### src/rtl/stream_scoreboard.sv
// stream_scoreboard: in-order expected-vs-actual stream checker with counters, stall watchdog and first-mismatch capture
//   i_clk, i_rst_n (async, active-low), i_clear (sync clear, highest priority)
//   i_exp_valid/o_exp_ready/i_exp_data : expected-beat push into the FIFO
//   i_act_valid/i_act_data             : DUT beat, always accepted, compared against FIFO head
//   o_pending                          : FIFO occupancy
//   o_match/mismatch/underflow_count   : saturating 16-bit counters
//   o_timeout                          : sticky, expectations pending with no compare for TIMEOUT cycles
//   o_err_valid/o_err_exp/o_err_act    : first mismatch capture
//   o_idle                             : FIFO empty and watchdog idle
module stream_scoreboard #(
    parameter int DATA_W  = 32,
    parameter int DEPTH   = 16,
    parameter int TIMEOUT = 1024
) (
    input  logic                    i_clk,
    input  logic                    i_rst_n,
    input  logic                    i_clear,
    input  logic                    i_exp_valid,
    output logic                    o_exp_ready,
    input  logic [DATA_W-1:0]       i_exp_data,
    input  logic                    i_act_valid,
    input  logic [DATA_W-1:0]       i_act_data,
    output logic [$clog2(DEPTH):0]  o_pending,
    output logic [15:0]             o_match_count,
    output logic [15:0]             o_mismatch_count,
    output logic [15:0]             o_underflow_count,
    output logic                    o_timeout,
    output logic                    o_err_valid,
    output logic [DATA_W-1:0]       o_err_exp,
    output logic [DATA_W-1:0]       o_err_act,
    output logic                    o_idle
);
    localparam int AW = $clog2(DEPTH);
    localparam int WW = ($clog2(TIMEOUT + 1) > 16) ? $clog2(TIMEOUT + 1) : 16;
    localparam logic [AW:0] FULL = (AW + 1)'(DEPTH);
    typedef enum logic [1:0] {IDLE, WAIT, TOUT} state_t;
    state_t            r_state;
    logic [WW-1:0]     r_wdog;
    logic [DATA_W-1:0] r_mem [DEPTH];
    logic [AW-1:0]     r_wr, r_rd;
    logic [AW:0]       r_cnt;
    logic [15:0]       r_match, r_mism, r_under;
    logic              r_tout, r_errv;
    logic [DATA_W-1:0] r_eexp, r_eact;
    logic              w_push, w_pop, w_under, w_miss;
    logic [DATA_W-1:0] w_head;
    assign o_exp_ready       = r_cnt != FULL;
    assign w_push            = i_exp_valid && o_exp_ready;
    assign w_pop             = i_act_valid && r_cnt != '0;
    assign w_under           = i_act_valid && r_cnt == '0;
    assign w_head            = r_mem[r_rd];
    // Case inequality so an unknown DUT value is reported as a mismatch
    assign w_miss            = w_head !== i_act_data;
    assign o_pending         = r_cnt;
    assign o_match_count     = r_match;
    assign o_mismatch_count  = r_mism;
    assign o_underflow_count = r_under;
    assign o_timeout         = r_tout;
    assign o_err_valid       = r_errv;
    assign o_err_exp         = r_eexp;
    assign o_err_act         = r_eact;
    assign o_idle            = r_cnt == '0 && r_state == IDLE;
    // Storage needs no reset: the pointers define what is valid
    always_ff @(posedge i_clk)
        if (w_push) r_mem[r_wr] <= i_exp_data;
    always_ff @(posedge i_clk or negedge i_rst_n)
        if (!i_rst_n)
            {r_wr, r_rd, r_cnt, r_match, r_mism, r_under, r_errv, r_eexp, r_eact} <= '0;
        else if (i_clear)
            {r_wr, r_rd, r_cnt, r_match, r_mism, r_under, r_errv, r_eexp, r_eact} <= '0;
        else begin
            r_wr  <= r_wr + AW'(w_push);
            r_rd  <= r_rd + AW'(w_pop);
            r_cnt <= r_cnt + (AW + 1)'(w_push) - (AW + 1)'(w_pop);
            if (w_pop && !w_miss && r_match != 16'hFFFF) r_match <= r_match + 16'd1;
            if (w_pop && w_miss && r_mism != 16'hFFFF) r_mism <= r_mism + 16'd1;
            if (w_under && r_under != 16'hFFFF) r_under <= r_under + 16'd1;
            if (w_pop && w_miss && !r_errv) begin
                r_errv <= 1'b1;
                r_eexp <= w_head;
                r_eact <= i_act_data;
            end
        end
    // Stall watchdog: counts compare-free cycles while expectations are outstanding
    always_ff @(posedge i_clk or negedge i_rst_n)
        if (!i_rst_n) begin
            r_state <= IDLE;
            r_wdog  <= '0;
            r_tout  <= 1'b0;
        end else if (i_clear) begin
            r_state <= IDLE;
            r_wdog  <= '0;
            r_tout  <= 1'b0;
        end else
            case (r_state)
                IDLE: begin
                    r_wdog <= '0;
                    if (r_cnt != '0) r_state <= WAIT;
                end
                WAIT:
                    if (r_cnt == '0) begin
                        r_state <= IDLE;
                        r_wdog  <= '0;
                    end else if (w_pop)
                        r_wdog <= '0;
                    else if (r_wdog == WW'(TIMEOUT - 1)) begin
                        r_state <= TOUT;
                        r_tout  <= 1'b1;
                    end else
                        r_wdog <= r_wdog + WW'(1);
                default: r_tout <= 1'b1;
            endcase
endmodule

### config.mk
export PLATFORM = sky130hd
export DESIGN_NAME = stream_scoreboard
export DESIGN_NICKNAME = d
export VERILOG_FILES = /design/src/rtl/stream_scoreboard.sv
export SDC_FILE = /design/constraint.sdc
export NUM_CORES = 1
export LEC_CHECK = 0
export ABC_AREA = 1
export BUFFER_PORTS_ARGS = -buffer_cell sky130_fd_sc_hd__buf_2
export CORE_MARGIN = 5
export CORE_UTILIZATION = 65
export CTS_CLUSTER_SIZE = 25
export DETAILED_ROUTE_END_ITERATION = 8
export PLACE_DENSITY_LB_ADDON = 0.1
export SYNTH_ARGS = -nofsm -noshare
export SYNTH_HDL_FRONTEND = slang
export SYNTH_SLANG_ARGS = --single-unit
### constraint.sdc
create_clock -name i_clk -period 7.5 [get_ports i_clk]
set_input_delay 1.5 -clock i_clk [delete_from_list [all_inputs] [get_ports i_clk]]
set_output_delay 1.5 -clock i_clk [all_outputs]
set_load 0.1 [all_outputs]
==> results.yml <==
setup_path:
  worstPathRequired_ns: 7.95
  worst-path-buf-inv: 2
  crit_end: "o_err_act[19]$_DFFE_PN0P_"
  crit_path_top_delay_cell: "sky130_fd_sc_hd__buf_4"
  path_class: "reg -> reg"
  critPathMaxFanout: 223
  worstSetupEndpointType: "flop"
  r2r-start: "r_rd[0]$_DFF_PN0_"
  crit_cells: 19
  reg2reg_to: "o_err_act[19]$_DFFE_PN0P_"
  critical_path.cell_chain: "buf_12 -> buf_4 -> nor2_1 -> nor2_1 -> o21ai_0 -> nand3_1 -> nand2_1 -> nand2_1 -> nand2_1 -> nand2_1 -> nand2_1 -> nor2_1 -> nand2_1 -> nor2_2 -> nand2_2 -> nand3_2 -> nand2_2 -> nand2_1 -> nand2_1"
  worstRegToRegCells: 19
  crit_path_frequent_cell: "sky130_fd_sc_hd__nand2_1"
  timing.critical_path.max_delay_family: "simple AND/OR/NAND/NOR gates"
  critPathLaunchType: "flop"
  crit_arrival_ns: 5.47
  reg2reg_setup_slack_ns: 2.49
  timing.critical_path.from: "r_rd[0]$_DFF_PN0_"
  critical_path.max_stage_delay_ns: 0.70
yosys:
  netlist-cell-type-count: 39
  synth.ff_latch_count: 657
  postSynthCellCount: 2918
  synth_top_family_by_area: "simple AND/OR/NAND/NOR gates"
  synth_compound_gate_area_share_pct: 3.95
  synth_area_per_cell_um2: 9.88
  synthDominantAreaCellType: "sky130_fd_sc_hd__edfxtp_1"
  synth_fa_ha_area_share_pct: 0.677
  yosysSeqAreaShare_pct: 65.9
  synthSimpleGateAreaFrac_pct: 23.9
  synth.mux.area_fraction_pct: 0
  postSynthNetCount: 3002
  synthTopCellsByArea: "sky130_fd_sc_hd__edfxtp_1, sky130_fd_sc_hd__nand2_1, sky130_fd_sc_hd__dfrtp_1"
  synth.top_cell.area_share_pct: 53.4
  yosys_warnings: 0
  post_synthesis_instance_area_um2: 28800
  yosys.area_share.xor_xnor_pct: 0.669
final_layout:
  fin_util_pct: 73.3
  fillers: 3044
  finish.net_count: 3149
  drive_above_1_share_pct: 11.0
  area_added_between_synthesis_and_finish_pct: 12.0
  most_frequent_standard_cell_in_the_layout_excluding_fill_and_tap_cells: "sky130_fd_sc_hd__nand2_1"
  final_cell_mix: "sky130_fd_sc_hd__nand2_1, sky130_fd_sc_hd__edfxtp_1, sky130_fd_sc_hd__nor2_1"
run_status:
  status: "complete, no violations"
sta:
  min_period_ns: 5.01
  maximum_clock_frequency_mhz: 200
  setup_violators_final: 0
  worst_relative_slew_slack_pct: 17.7
  skew_ns: 0.0246
  timing.final.crit_share_pct: 66.8
  timing.setup.tns_ns: 0
  rsz0062_at_grt: "no"
  maxSlewViolCount: 0
  finalHoldViolCount: 0
  worstMarginPinSlew_ns: 1.24
grt:
  grtUsageMet2_pct: 47.5
  first_global_vias: 20000
  global_route.usage.met3_pct: 7.62
  grt_first_pass_wirelength_um: 115000
  pin_count_of_the_biggest_net_entering_global_routing: 224
  grt_antenna_before_repair: 14
  groute.usage.overall_pct: 31.0
  gr-usage-met1_pct: 44.1
  global_route_congestion_overflow_total: 0
  globalRoute.busiestLayer: "met2"
power_and_ir_drop:
  power.ir.vdd_worst_uv: 420
  finalPower_mw: 10.8
  swShare_pct: 38.0
  total_power_divided_by_cell_area_nw_per_um2: 333
  static-leakage-power_nw: 13.6
  power.share.clock_pct: 29.9
  switchingPower_mw: 4.09
  share_comb_of_total_power_pct: 30.3
  internal_portion_of_total_power_mw: 6.66
  seq_power_share_pct: 39.9
clock_tree:
  post_cts_hold_buffer_count: 0
  cts_h_tree_depth: 3
  clock_pin_slew_on_the_worst_setup_and_hold_paths_ns: 0.06
  cts_buffer_depth: 3
  tritoncts.num_buffers: 69
  cts_tree: "built"
  cts.sinks: 657
  cts.root.buffer_cell: "sky130_fd_sc_hd__clkbuf_16"
  clkLatencyLatePin_ns: 0.60
  post-cts-setup-buffer-count: 0
  postCtsResizedCells: 0
floorplan:
  floorplan.die.height_um: 221
  placement_rows: 77
  initial_utilization_pct: 65.5
  die_x_um: 221
  core_region_area_um2: 44000
  design.die.area_um2: 48600
  ios: 190
job:
  maxCapViolations: 0
routing:
  drc: 0
  drt_first_pass_iters: 6
  detailroute.via_count: 21700
  count_of_routing_violations_after_the_opening_detailed_route_iteration: 2964
  post_drt_via_cell_ratio: 5.84
  drt_wl_total_um: 76300
  drtAntennaViolNets: 0
  avgRoutedWirePerCell_um: 20.5
min_path:
  min-delay-path-class: "reg -> reg"
placed_design:
  dpl.hpwl_um: 43500
  globalplace.congestion: 0.855
  placement.io_buffers: 189
-- synth_stat cells --
cell,n
sky130_fd_sc_hd__ha_1,14
sky130_fd_sc_hd__o21ai_1,2
sky130_fd_sc_hd__a21o_1,1
sky130_fd_sc_hd__clkinv_1,1
sky130_fd_sc_hd__nor2_2,2
sky130_fd_sc_hd__clkbuf_1,44
sky130_fd_sc_hd__buf_4,6
sky130_fd_sc_hd__o21a_1,3
sky130_fd_sc_hd__dfrtp_1,145
sky130_fd_sc_hd__xnor2_1,8
sky130_fd_sc_hd__nand2_2,3
sky130_fd_sc_hd__buf_6,14
sky130_fd_sc_hd__nand2_1,983
sky130_fd_sc_hd__o22ai_1,3
sky130_fd_sc_hd__nand3_1,294
sky130_fd_sc_hd__o31ai_1,2
sky130_fd_sc_hd__or4_1,1
sky130_fd_sc_hd__a21oi_1,104
sky130_fd_sc_hd__nor3_1,26
sky130_fd_sc_hd__or2_2,1
sky130_fd_sc_hd__buf_1,11
sky130_fd_sc_hd__nor3b_1,3
sky130_fd_sc_hd__nor2_1,340
sky130_fd_sc_hd__buf_2,67
sky130_fd_sc_hd__nand4_1,24
sky130_fd_sc_hd__xor2_1,14
sky130_fd_sc_hd__fa_1,1
sky130_fd_sc_hd__nand3_2,3
sky130_fd_sc_hd__a211oi_1,2
sky130_fd_sc_hd__inv_2,3
sky130_fd_sc_hd__a31oi_1,2
sky130_fd_sc_hd__edfxtp_1,512
sky130_fd_sc_hd__and3_1,2
sky130_fd_sc_hd__o211ai_1,11
sky130_fd_sc_hd__nor4_1,7
sky130_fd_sc_hd__inv_1,172
sky130_fd_sc_hd__a221oi_1,1
sky130_fd_sc_hd__o21ai_0,85
sky130_fd_sc_hd__nor2_4,1
-- worst min-delay path by stage --
stage	slack, ns	end	from	depth (start not counted)
2_1_floorplan	0.46	r_rd[2]$_DFF_PN0_	r_rd[2]$_DFF_PN0_	1
5_1_grt	0.52	o_timeout$_DFFE_PN0P_	o_timeout$_DFFE_PN0P_	1
6_report	0.49	o_timeout$_DFFE_PN0P_	o_timeout$_DFFE_PN0P_	1
4_1_cts	0.49	o_timeout$_DFFE_PN0P_	o_timeout$_DFFE_PN0P_	1
3_5_place_dp	0.48	o_timeout$_DFFE_PN0P_	o_timeout$_DFFE_PN0P_	1
3_3_place_gp	0.48	o_timeout$_DFFE_PN0P_	o_timeout$_DFFE_PN0P_	1
-- state kept, by name, indices dropped and copies added, names as in the netlist --
register / count
r_mem: 512
o_err_act: 32
o_err_exp: 32
o_match_count: 16
o_mismatch_count: 16
o_underflow_count: 16
r_wdog: 16
o_pending: 5
r_rd: 4
r_wr: 4
r_state: 2
o_err_valid: 1
o_timeout: 1
-- power by group through the flow --
stage	clock network (mW)	logic, mW	registers [mW]
5_1_grt	3.40	3.51	4.30
2_1_floorplan	0	1.58	5.25
3_3_place_gp	0	3.15	4.35
6_report	3.21	3.25	4.29
3_5_place_dp	0	3.21	4.35
4_1_cts	3.24	3.23	4.28
-- cell type report --
| cell class | count | area, µm² | area share [%] |
|---|---|---|---|
| flip-flops and latches | 657 | 19000 | 58.9 |
| multi-input cells | 1943 | 8530 | 26.4 |
| clock buffers | 86 | 1840 | 5.71 |
| repair buffers | 218 | 1210 | 3.75 |
| well taps | 592 | 741 | 2.29 |
| inverters | 176 | 672 | 2.08 |
| clock inverters | 36 | 262 | 0.810 |
| diodes | 7 | 17.5 | 0.0543 |
-- kinds of logic (layout without fill, tap and decap cells) --
| kind of cell | after synthesis | in the layout |
|---|---|---|
| simple gates | 1690 | 1690 |
| fa+ha+maj | 15 | 15 |
| buf+inv | 318 | 516 |
| xor+xnor | 22 | 22 |
| compound gates | 216 | 216 |
| other cells | 0 | 7 |
| flops | 657 | 657 |
-- worst register-to-register path, cell delays in order (launching register included) --
cell and delay, ns:
sky130_fd_sc_hd__dfrtp_4 0.46, sky130_fd_sc_hd__buf_12 0.50, sky130_fd_sc_hd__buf_4 1.12, sky130_fd_sc_hd__nor2_1 0.15, sky130_fd_sc_hd__nor2_1 0.13, sky130_fd_sc_hd__o21ai_0 0.18, sky130_fd_sc_hd__nand3_1 0.14, sky130_fd_sc_hd__nand2_1 0.15
sky130_fd_sc_hd__nand2_1 0.09, sky130_fd_sc_hd__nand2_1 0.06, sky130_fd_sc_hd__nand2_1 0.05, sky130_fd_sc_hd__nand2_1 0.15, sky130_fd_sc_hd__nor2_1 0.17, sky130_fd_sc_hd__nand2_1 0.13, sky130_fd_sc_hd__nor2_2 0.20, sky130_fd_sc_hd__nand2_2 0.11
sky130_fd_sc_hd__nand3_2 0.09, sky130_fd_sc_hd__nand2_2 0.64, sky130_fd_sc_hd__nand2_1 0.28, sky130_fd_sc_hd__nand2_1 0.08
-- metal layers --
layer / routed length [µm] / share of wire, %
met1: 30100 / 39
met2: 34900 / 46
met3: 9110 / 12
met4: 2210 / 2.9
met5: 71 / 0.093
-- stage by stage --
| stage | area [µm²] | hold WS (ns) | instances | worst slack [ns] |
|---|---|---|---|---|
| floorplan | 28800 | 0.455 | 2918 | 3.21 |
| CTS | 32300 | 0.493 | 3708 | 2.73 |
| finish | 32300 | 0.492 | 3715 | 2.49 |
| detailed placement | 30200 | 0.480 | 3586 | 2.76 |
| global route | 32300 | 0.522 | 3715 | 2.26 |
| global placement | 30200 | 0.475 | 3586 | 2.91 |
No activity file was read; power rests on OpenSTA's default activity.
